$ cat src/rtl/sht40_pkg.sv
// SHT40 bus constants and responder state encoding shared by the
// responder and its CRC helper.
package sht40_pkg;

  localparam logic [6:0] SHT40_ADDR       = 7'h44;
  localparam logic [7:0] SHT40_MEAS_CMD   = 8'hFD;
  localparam logic [7:0] SHT40_SERIAL_CMD = 8'h89;
  localparam logic [7:0] CRC_POLY         = 8'h31;
  localparam logic [7:0] CRC_INIT         = 8'hFF;
  localparam logic [2:0] READ_BYTES       = 3'd6;

  typedef enum logic [2:0] {
    IDLE,
    ADDR,
    ACK_ADDR,
    RX_CMD,
    ACK_CMD,
    TX_BYTE,
    RX_MACK,
    IGNORE
  } state_t;

endpackage

$ cat src/rtl/sht40_crc8.sv
// Sensirion CRC-8 (poly 0x31, init 0xFF) over one 16-bit word,
// processed MSB first, purely combinational.
module sht40_crc8
  import sht40_pkg::*;
(
  input  logic [15:0] data,
  output logic [7:0]  crc
);

  always_comb begin
    crc = CRC_INIT;
    for (int i = 15; i >= 0; i--) begin
      if (crc[7] ^ data[i])
        crc = {crc[6:0], 1'b0} ^ CRC_POLY;
      else
        crc = {crc[6:0], 1'b0};
    end
  end

endmodule

$ cat src/rtl/sht40_responder.sv
// I2C target emulating an SHT40: measure command, 6-byte readout with CRC.
// Define SHT40_SERIAL_CMD_EN to also answer the 0x89 serial-number command.
module sht40_responder
  import sht40_pkg::*;
#(
  parameter logic [6:0]  I2C_ADDR   = SHT40_ADDR,
  parameter logic [7:0]  MEAS_CMD   = SHT40_MEAS_CMD,
  parameter logic [31:0] SERIAL_NUM = 32'h0000_0000
) (
  input  logic        clk,
  input  logic        rst,
  input  logic        scl_i,
  input  logic        sda_i,
  output logic        sda_oe,
  input  logic [15:0] temp_word,
  input  logic [15:0] hum_word,
  output logic        cmd_valid,
  output logic [7:0]  cmd_byte,
  output logic        busy
);

  logic [1:0] scl_sync, sda_sync;
  logic       scl_d, sda_d;
  logic       scl_s, sda_s;
  logic       scl_rise, scl_fall;
  logic       start_det, stop_det;

  state_t     state, state_n;
  logic [7:0] shreg;
  logic [3:0] bit_cnt;
  logic [7:0] tx_reg;
  logic [2:0] byte_idx;
  logic       mack;
  logic [15:0] t_word, h_word;
  logic       pending, sent;

  logic       byte_done, rd, addr_ack;
  logic       meas_hit, ser_hit, cmd_ok;
  logic [7:0] crc_t, crc_h, tx_sel;
  logic       oe_n, load_tx, accept;

  always_ff @(posedge clk) begin
    if (rst) begin
      scl_sync <= 2'b11;
      sda_sync <= 2'b11;
      scl_d    <= 1'b1;
      sda_d    <= 1'b1;
    end else begin
      scl_sync <= {scl_sync[0], scl_i};
      sda_sync <= {sda_sync[0], sda_i};
      scl_d    <= scl_s;
      sda_d    <= sda_s;
    end
  end

  assign scl_s     = scl_sync[1];
  assign sda_s     = sda_sync[1];
  assign scl_rise  = scl_s & ~scl_d;
  assign scl_fall  = ~scl_s & scl_d;
  assign start_det = scl_s & scl_d & sda_d & ~sda_s;
  assign stop_det  = scl_s & scl_d & ~sda_d & sda_s;

  assign byte_done = (bit_cnt == 4'd8);
  assign rd        = shreg[0];
  assign addr_ack  = (shreg[7:1] == I2C_ADDR) & (~rd | pending);
  assign meas_hit  = (shreg == MEAS_CMD);
`ifdef SHT40_SERIAL_CMD_EN
  assign ser_hit   = (shreg == SHT40_SERIAL_CMD);
`else
  assign ser_hit   = 1'b0;
`endif
  assign cmd_ok    = meas_hit | ser_hit;

  sht40_crc8 u_crc_t (.data(t_word), .crc(crc_t));
  sht40_crc8 u_crc_h (.data(h_word), .crc(crc_h));

  always_comb begin
    case (byte_idx)
      3'd0:    tx_sel = t_word[15:8];
      3'd1:    tx_sel = t_word[7:0];
      3'd2:    tx_sel = crc_t;
      3'd3:    tx_sel = h_word[15:8];
      3'd4:    tx_sel = h_word[7:0];
      3'd5:    tx_sel = crc_h;
      default: tx_sel = 8'hFF;
    endcase
  end

  always_ff @(posedge clk) begin
    if (rst) state <= IDLE;
    else     state <= state_n;
  end

  always_comb begin
    state_n = state;
    if (stop_det)
      state_n = IDLE;
    else if (start_det)
      state_n = ADDR;
    else if (scl_fall) begin
      unique case (state)
        ADDR:     if (byte_done) state_n = addr_ack ? ACK_ADDR : IGNORE;
        ACK_ADDR: state_n = rd ? TX_BYTE : RX_CMD;
        RX_CMD:   if (byte_done) state_n = cmd_ok ? ACK_CMD : IGNORE;
        ACK_CMD:  state_n = IGNORE;
        TX_BYTE:  if (byte_done) state_n = RX_MACK;
        RX_MACK:  if (bit_cnt[0]) state_n = mack ? IGNORE : TX_BYTE;
        default:  state_n = state;
      endcase
    end
  end

  // SDA only ever changes while SCL is low, except when a START/STOP frees it
  always_comb begin
    oe_n    = sda_oe;
    load_tx = 1'b0;
    accept  = 1'b0;
    if (stop_det || start_det)
      oe_n = 1'b0;
    else if (scl_fall) begin
      unique case (state)
        ADDR:     if (byte_done) oe_n = addr_ack;
        ACK_ADDR: begin
          oe_n    = rd ? ~tx_sel[7] : 1'b0;
          load_tx = rd;
        end
        RX_CMD:   if (byte_done) begin
          oe_n   = cmd_ok;
          accept = cmd_ok;
        end
        TX_BYTE:  oe_n = byte_done ? 1'b0 : ~tx_reg[6];
        RX_MACK:  if (bit_cnt[0]) begin
          oe_n    = mack ? 1'b0 : ~tx_sel[7];
          load_tx = ~mack;
        end
        default:  oe_n = 1'b0;
      endcase
    end
  end

  always_ff @(posedge clk) begin
    if (rst) begin
      sda_oe    <= 1'b0;
      cmd_valid <= 1'b0;
      cmd_byte  <= 8'h00;
      busy      <= 1'b0;
      shreg     <= 8'h00;
      bit_cnt   <= 4'd0;
      tx_reg    <= 8'h00;
      byte_idx  <= 3'd0;
      mack      <= 1'b0;
      t_word    <= 16'h0000;
      h_word    <= 16'h0000;
      pending   <= 1'b0;
      sent      <= 1'b0;
    end else begin
      sda_oe    <= oe_n;
      cmd_valid <= accept;

      if (start_det || state_n != state)
        bit_cnt <= 4'd0;
      else if (scl_rise &&
               state inside {ADDR, RX_CMD, TX_BYTE, RX_MACK})
        bit_cnt <= bit_cnt + 4'd1;

      if (scl_rise && state inside {ADDR, RX_CMD})
        shreg <= {shreg[6:0], sda_s};
      if (scl_rise && state == RX_MACK)
        mack <= sda_s;

      if (load_tx) begin
        tx_reg   <= tx_sel;
        byte_idx <= (byte_idx == READ_BYTES) ? byte_idx
                                             : byte_idx + 3'd1;
      end else if (scl_fall && state == TX_BYTE && !byte_done)
        tx_reg <= {tx_reg[6:0], 1'b1};

      if (scl_fall && state == TX_BYTE && byte_done)
        sent <= 1'b1;
      if (scl_fall && state == ADDR && byte_done && addr_ack)
        busy <= 1'b1;

      if (accept) begin
        cmd_byte <= shreg;
        pending  <= 1'b1;
        t_word   <= ser_hit ? SERIAL_NUM[31:16] : temp_word;
        h_word   <= ser_hit ? SERIAL_NUM[15:0]  : hum_word;
      end

      // a read that moved at least one byte consumes the measurement
      if (stop_det) begin
        busy <= 1'b0;
        sent <= 1'b0;
        if (sent) pending <= 1'b0;
      end else if (start_det) begin
        busy     <= 1'b0;
        byte_idx <= 3'd0;
      end
    end
  end

endmodule

$ cat config.mk
export PLATFORM = sky130hd
export DESIGN_NAME = sht40_responder
export DESIGN_NICKNAME = d
export VERILOG_FILES = /design/src/rtl/sht40_pkg.sv /design/src/rtl/sht40_crc8.sv /design/src/rtl/sht40_responder.sv
export SDC_FILE = /design/constraint.sdc
export NUM_CORES = 1
export LEC_CHECK = 0
export ABC_AREA = 1
export CORE_MARGIN = 2
export CORE_UTILIZATION = 65
export CTS_BUF_LIST = sky130_fd_sc_hd__clkbuf_8
export DETAILED_ROUTE_END_ITERATION = 8
export DONT_BUFFER_PORTS = 1
export PLACE_DENSITY = 0.81
export SLEW_MARGIN = 20
export SYNTH_ARGS = -nofsm -noshare
export SYNTH_HDL_FRONTEND = slang
export SYNTH_HIERARCHICAL = 1
export SYNTH_SLANG_ARGS = --single-unit
$ cat constraint.sdc
create_clock -name clk -period 2.6 [get_ports clk]
set_clock_uncertainty 0.2 [all_clocks]
set_input_delay 0 -clock clk [delete_from_list [all_inputs] [get_ports clk]]
set_output_delay 0 -clock clk [all_outputs]
set_load 0.05 [all_outputs]
==> summary.txt <==
Run status
  – Status: finished clean

Clocking
  – CTS H-Tree Depth: 3
  – Clk sinks: 77
  – Root buffer cell: clkbuf_8
  – Clock Latency Late Sink: 360 ps
  – CTS max path bufs: 2
  – Num CTS Buffers: 9
  – Reg clk slew, reported paths: 90 ps
  – CTS tree: built

Place
  – Port bufs: 0
  – Post-DP HPWL: 9.80 mm
  – Placed cell count: 903
  – Routability cong.: 1.03

Pwr
  – Combinational share of power: 0.056
  – Sw Share: 0.259
  – Switching power: 0.000599 W
  – LEAKAGE: 2.75 nW
  – Flop pwr share: 0.514
  – Pwr dens: 396 nW/um2
  – P_int: 0.00171 W
  – Peak supply drop: 0.346 mV
  – Clk pwr share: 0.430

Global routing
  – Antenna violations before repair: 1
  – Number of global-route vias before repair: 5038
  – Grt total ovfl: 0
  – First-pass GRT wire length: 23.1 mm
  – Global-route usage over all layers: 0.346
  – Largest net degree at the start of global routing: 50

Min path
  – HP Class: in2reg
  – Worst hold path cell count: 2
  – Hold path endpoint: sda_sync[0]$_SDFF_PP1_
  – Min-delay src: sda_i

Final layout
  – Synth-to-Final Area Change: 16.1%
  – Most frequent cells in the layout: nand2_1 (188), nor2_1 (106), inv_1 (90), nand3_1 (90), dfxtp_1 (64)
  – Fillcell total: 587
  – Footprint of the multi-input gates: 3040 um2
  – Largest regs: h_word (16), t_word (16)
  – Commonest non-fill, non-tap cell in the layout: nand2_1
  – Share of cells above drive strength 1: 0.173
  – Cell Count, Final, Fillers Out: 957
  – FF+latch area: 1570 um2
  – Nets: 892

Route
  – Average wire per standard cell: 14.9 um
  – Final wirelength: 14.3 mm
  – First-pass iteration count of the detailed router: 6
  – Initial drt markers: 588
  – Via count: 5425
  – Vias per cell: 5.67
  – # DRC: 0
  – Remaining antenna violation count: 0

Critical path
  – Worst flop-to-flop path startpoint: h_word[15]$_SDFFE_PP0P_
  – R2R Path End: sda_oe$_SDFFE_PP0P_
  – CP Capture Type: register
  – Critical path class: reg2reg
  – Worst Path Max Fanout: 6
  – CP startpoint kind: register
  – Worst Reg-to-Reg Cells: 20
  – Worst endpoint required time: 2690 ps
  – CP arrival: 2560 ps
  – R2r setup slk: 140 ps

Synthesis
  – Ys Warns: 6
  – Syn avg cell area: 6.22 um2
  – Register area share after synthesis: 0.307
  – Synthesized Nets: 850
  – Yosys cell types: 36
  – Cells after Synth: 807
  – Synth Register Bits: 77
  – Mapped cell area: 5020 um2

STA
  – Period utilization: 0.948
  – Final min period: 2460 ps
  – Final Setup Violations: 0
  – Final Hold Viols: 0
  – Slew headroom: 0.476
  – Max Fclk: 0.406 GHz
  – Final Max Slew Viols: 0
  – Tightest Pin Transition: 783 ps
  – Hold slack: 82.1 ps
  – RSZ-0062 raised after global routing: true

Die
  – Core Box Area: 7610 um2
  – IO Pins: 47
  – Die H: 91.9 um
  – DIE WIDTH: 91.9 um
  – Die footprint: 8440 um2
  – Starting density of the core: 0.660
  – FP Rows: 32

Job
  – Max cap viols: 0
critical path, stage by stage, from the launching register on:
cell	delay (ps)
dfxtp_4	380
inv_2	100
nand2_2	80
nand2_2	80
nand2_2	80
buf_4	150
nand3_2	90
nand2_2	70
nand2_1	60
nand2_1	80
inv_1	80
nand2_1	70
nand3_1	80
nand2_1	70
nand2_1	80
o21ai_1	90
a31oi_1	170
nand3_1	100
o2111ai_1	90
nand2_1	70
a21oi_1	120
cell usage after synthesis, drive strengths merged:
library cell  count  area [um2]
a311oi            1        8.76
nor2            110         420
a21oi            26         141
xnor2             4        35.0
ha                7        87.6
dfxtp            77        1540
nand3b            1        7.51
o21ai            56         280
buf               3        15.0
clkbuf           14        52.6
nand2           245        1070
a211oi            1        7.51
a221oi            3        26.3
xor2             16         155
clkinv            1        3.75
nand3           102         566
a22oi             1        7.51
inv             112         420
a31oi             3        18.8
o221ai            1        8.76
o2111ai           2        17.5
o22ai             1        6.26
nor3              5        30.0
o211ai            1        7.51
nand4             7        43.8
or2               7        43.8
through the flow:
step           total power, W  setup WS (ps)  setup TNS, ps   util  area, um2
6_report              0.00231            136              0  0.766       5830
5_1_grt               0.00238          -70.6           -114  0.766       5830
4_1_cts               0.00232           47.9              0  0.754       5730
3_5_place_dp          0.00129          -34.9          -34.9  0.679       5170
3_3_place_gp          0.00129           87.8              0  0.679       5170
2_1_floorplan         0.00128            465              0      -       5020
power by group through the flow:
stage	Combinational, W	Clock, W	Sequential [W]
after floorplan	0.0000631	0	0.00122
after global placement	0.0000757	0	0.00122
after detailed placement	0.0000763	0	0.00122
after CTS	0.000122	0.00100	0.00119
after global routing	0.000142	0.00105	0.00119
final	0.000130	0.000992	0.00119
area by class of cell:
type / instances / share of cell area
well taps: 102 / 0.0219
inverters: 113 / 0.0732
diodes: 1 / 0.000430
clock inverters: 7 / 0.0152
clock buffers: 9 / 0.0213
repair buffers: 48 / 0.0769
multi-input cells: 600 / 0.521
flip-flops and latches: 77 / 0.270
what timing repair did:
| item | 4_1_cts | 5_1_grt |
|---|---|---|
| pin swaps | 0 | 4 |
| resized for setup | 2 | 30 |
| setup endpoints to repair | 1 | 9 |
| hold buffers | 35 | 0 |
| setup buffers | 0 | 2 |
| endpoints found under the hold margin | 76 | 0 |
metal layers:
layer	track usage	vias up	part of all wire
li1	-	2646	-
met1	0.411	2482	0.41
met2	0.605	235	0.49
met3	0.0427	62	0.058
met4	0.187	0	0.049
met5	0	-	0
worst max-delay path by stage:
stage                                       start                  end
final                     h_word[15]$_SDFFE_PP0P_  sda_oe$_SDFFE_PP0P_
after global routing      t_word[13]$_SDFFE_PP0P_  sda_oe$_SDFFE_PP0P_
after CTS                 h_word[12]$_SDFFE_PP0P_  sda_oe$_SDFFE_PP0P_
after detailed placement  h_word[15]$_SDFFE_PP0P_  sda_oe$_SDFFE_PP0P_
after global placement    h_word[15]$_SDFFE_PP0P_  sda_oe$_SDFFE_PP0P_
after floorplan           h_word[12]$_SDFFE_PP0P_  sda_oe$_SDFFE_PP0P_
kinds of logic (layout without fill, tap and decap cells):
group                    count (synthesis)  count (layout)  synth area share
AO/OA/AOI/OAI                           96              96             0.106
XOR/XNOR                                20              20            0.0379
adder cells (fa/ha/maj)                  7               7            0.0174
buffers and inverters                  130             177            0.0980
flip-flops                              77              77             0.307
other                                    0               1                 0
AND/OR/NAND/NOR                        477             477             0.434
Note: power is estimated with default switching activity, not from simulation.
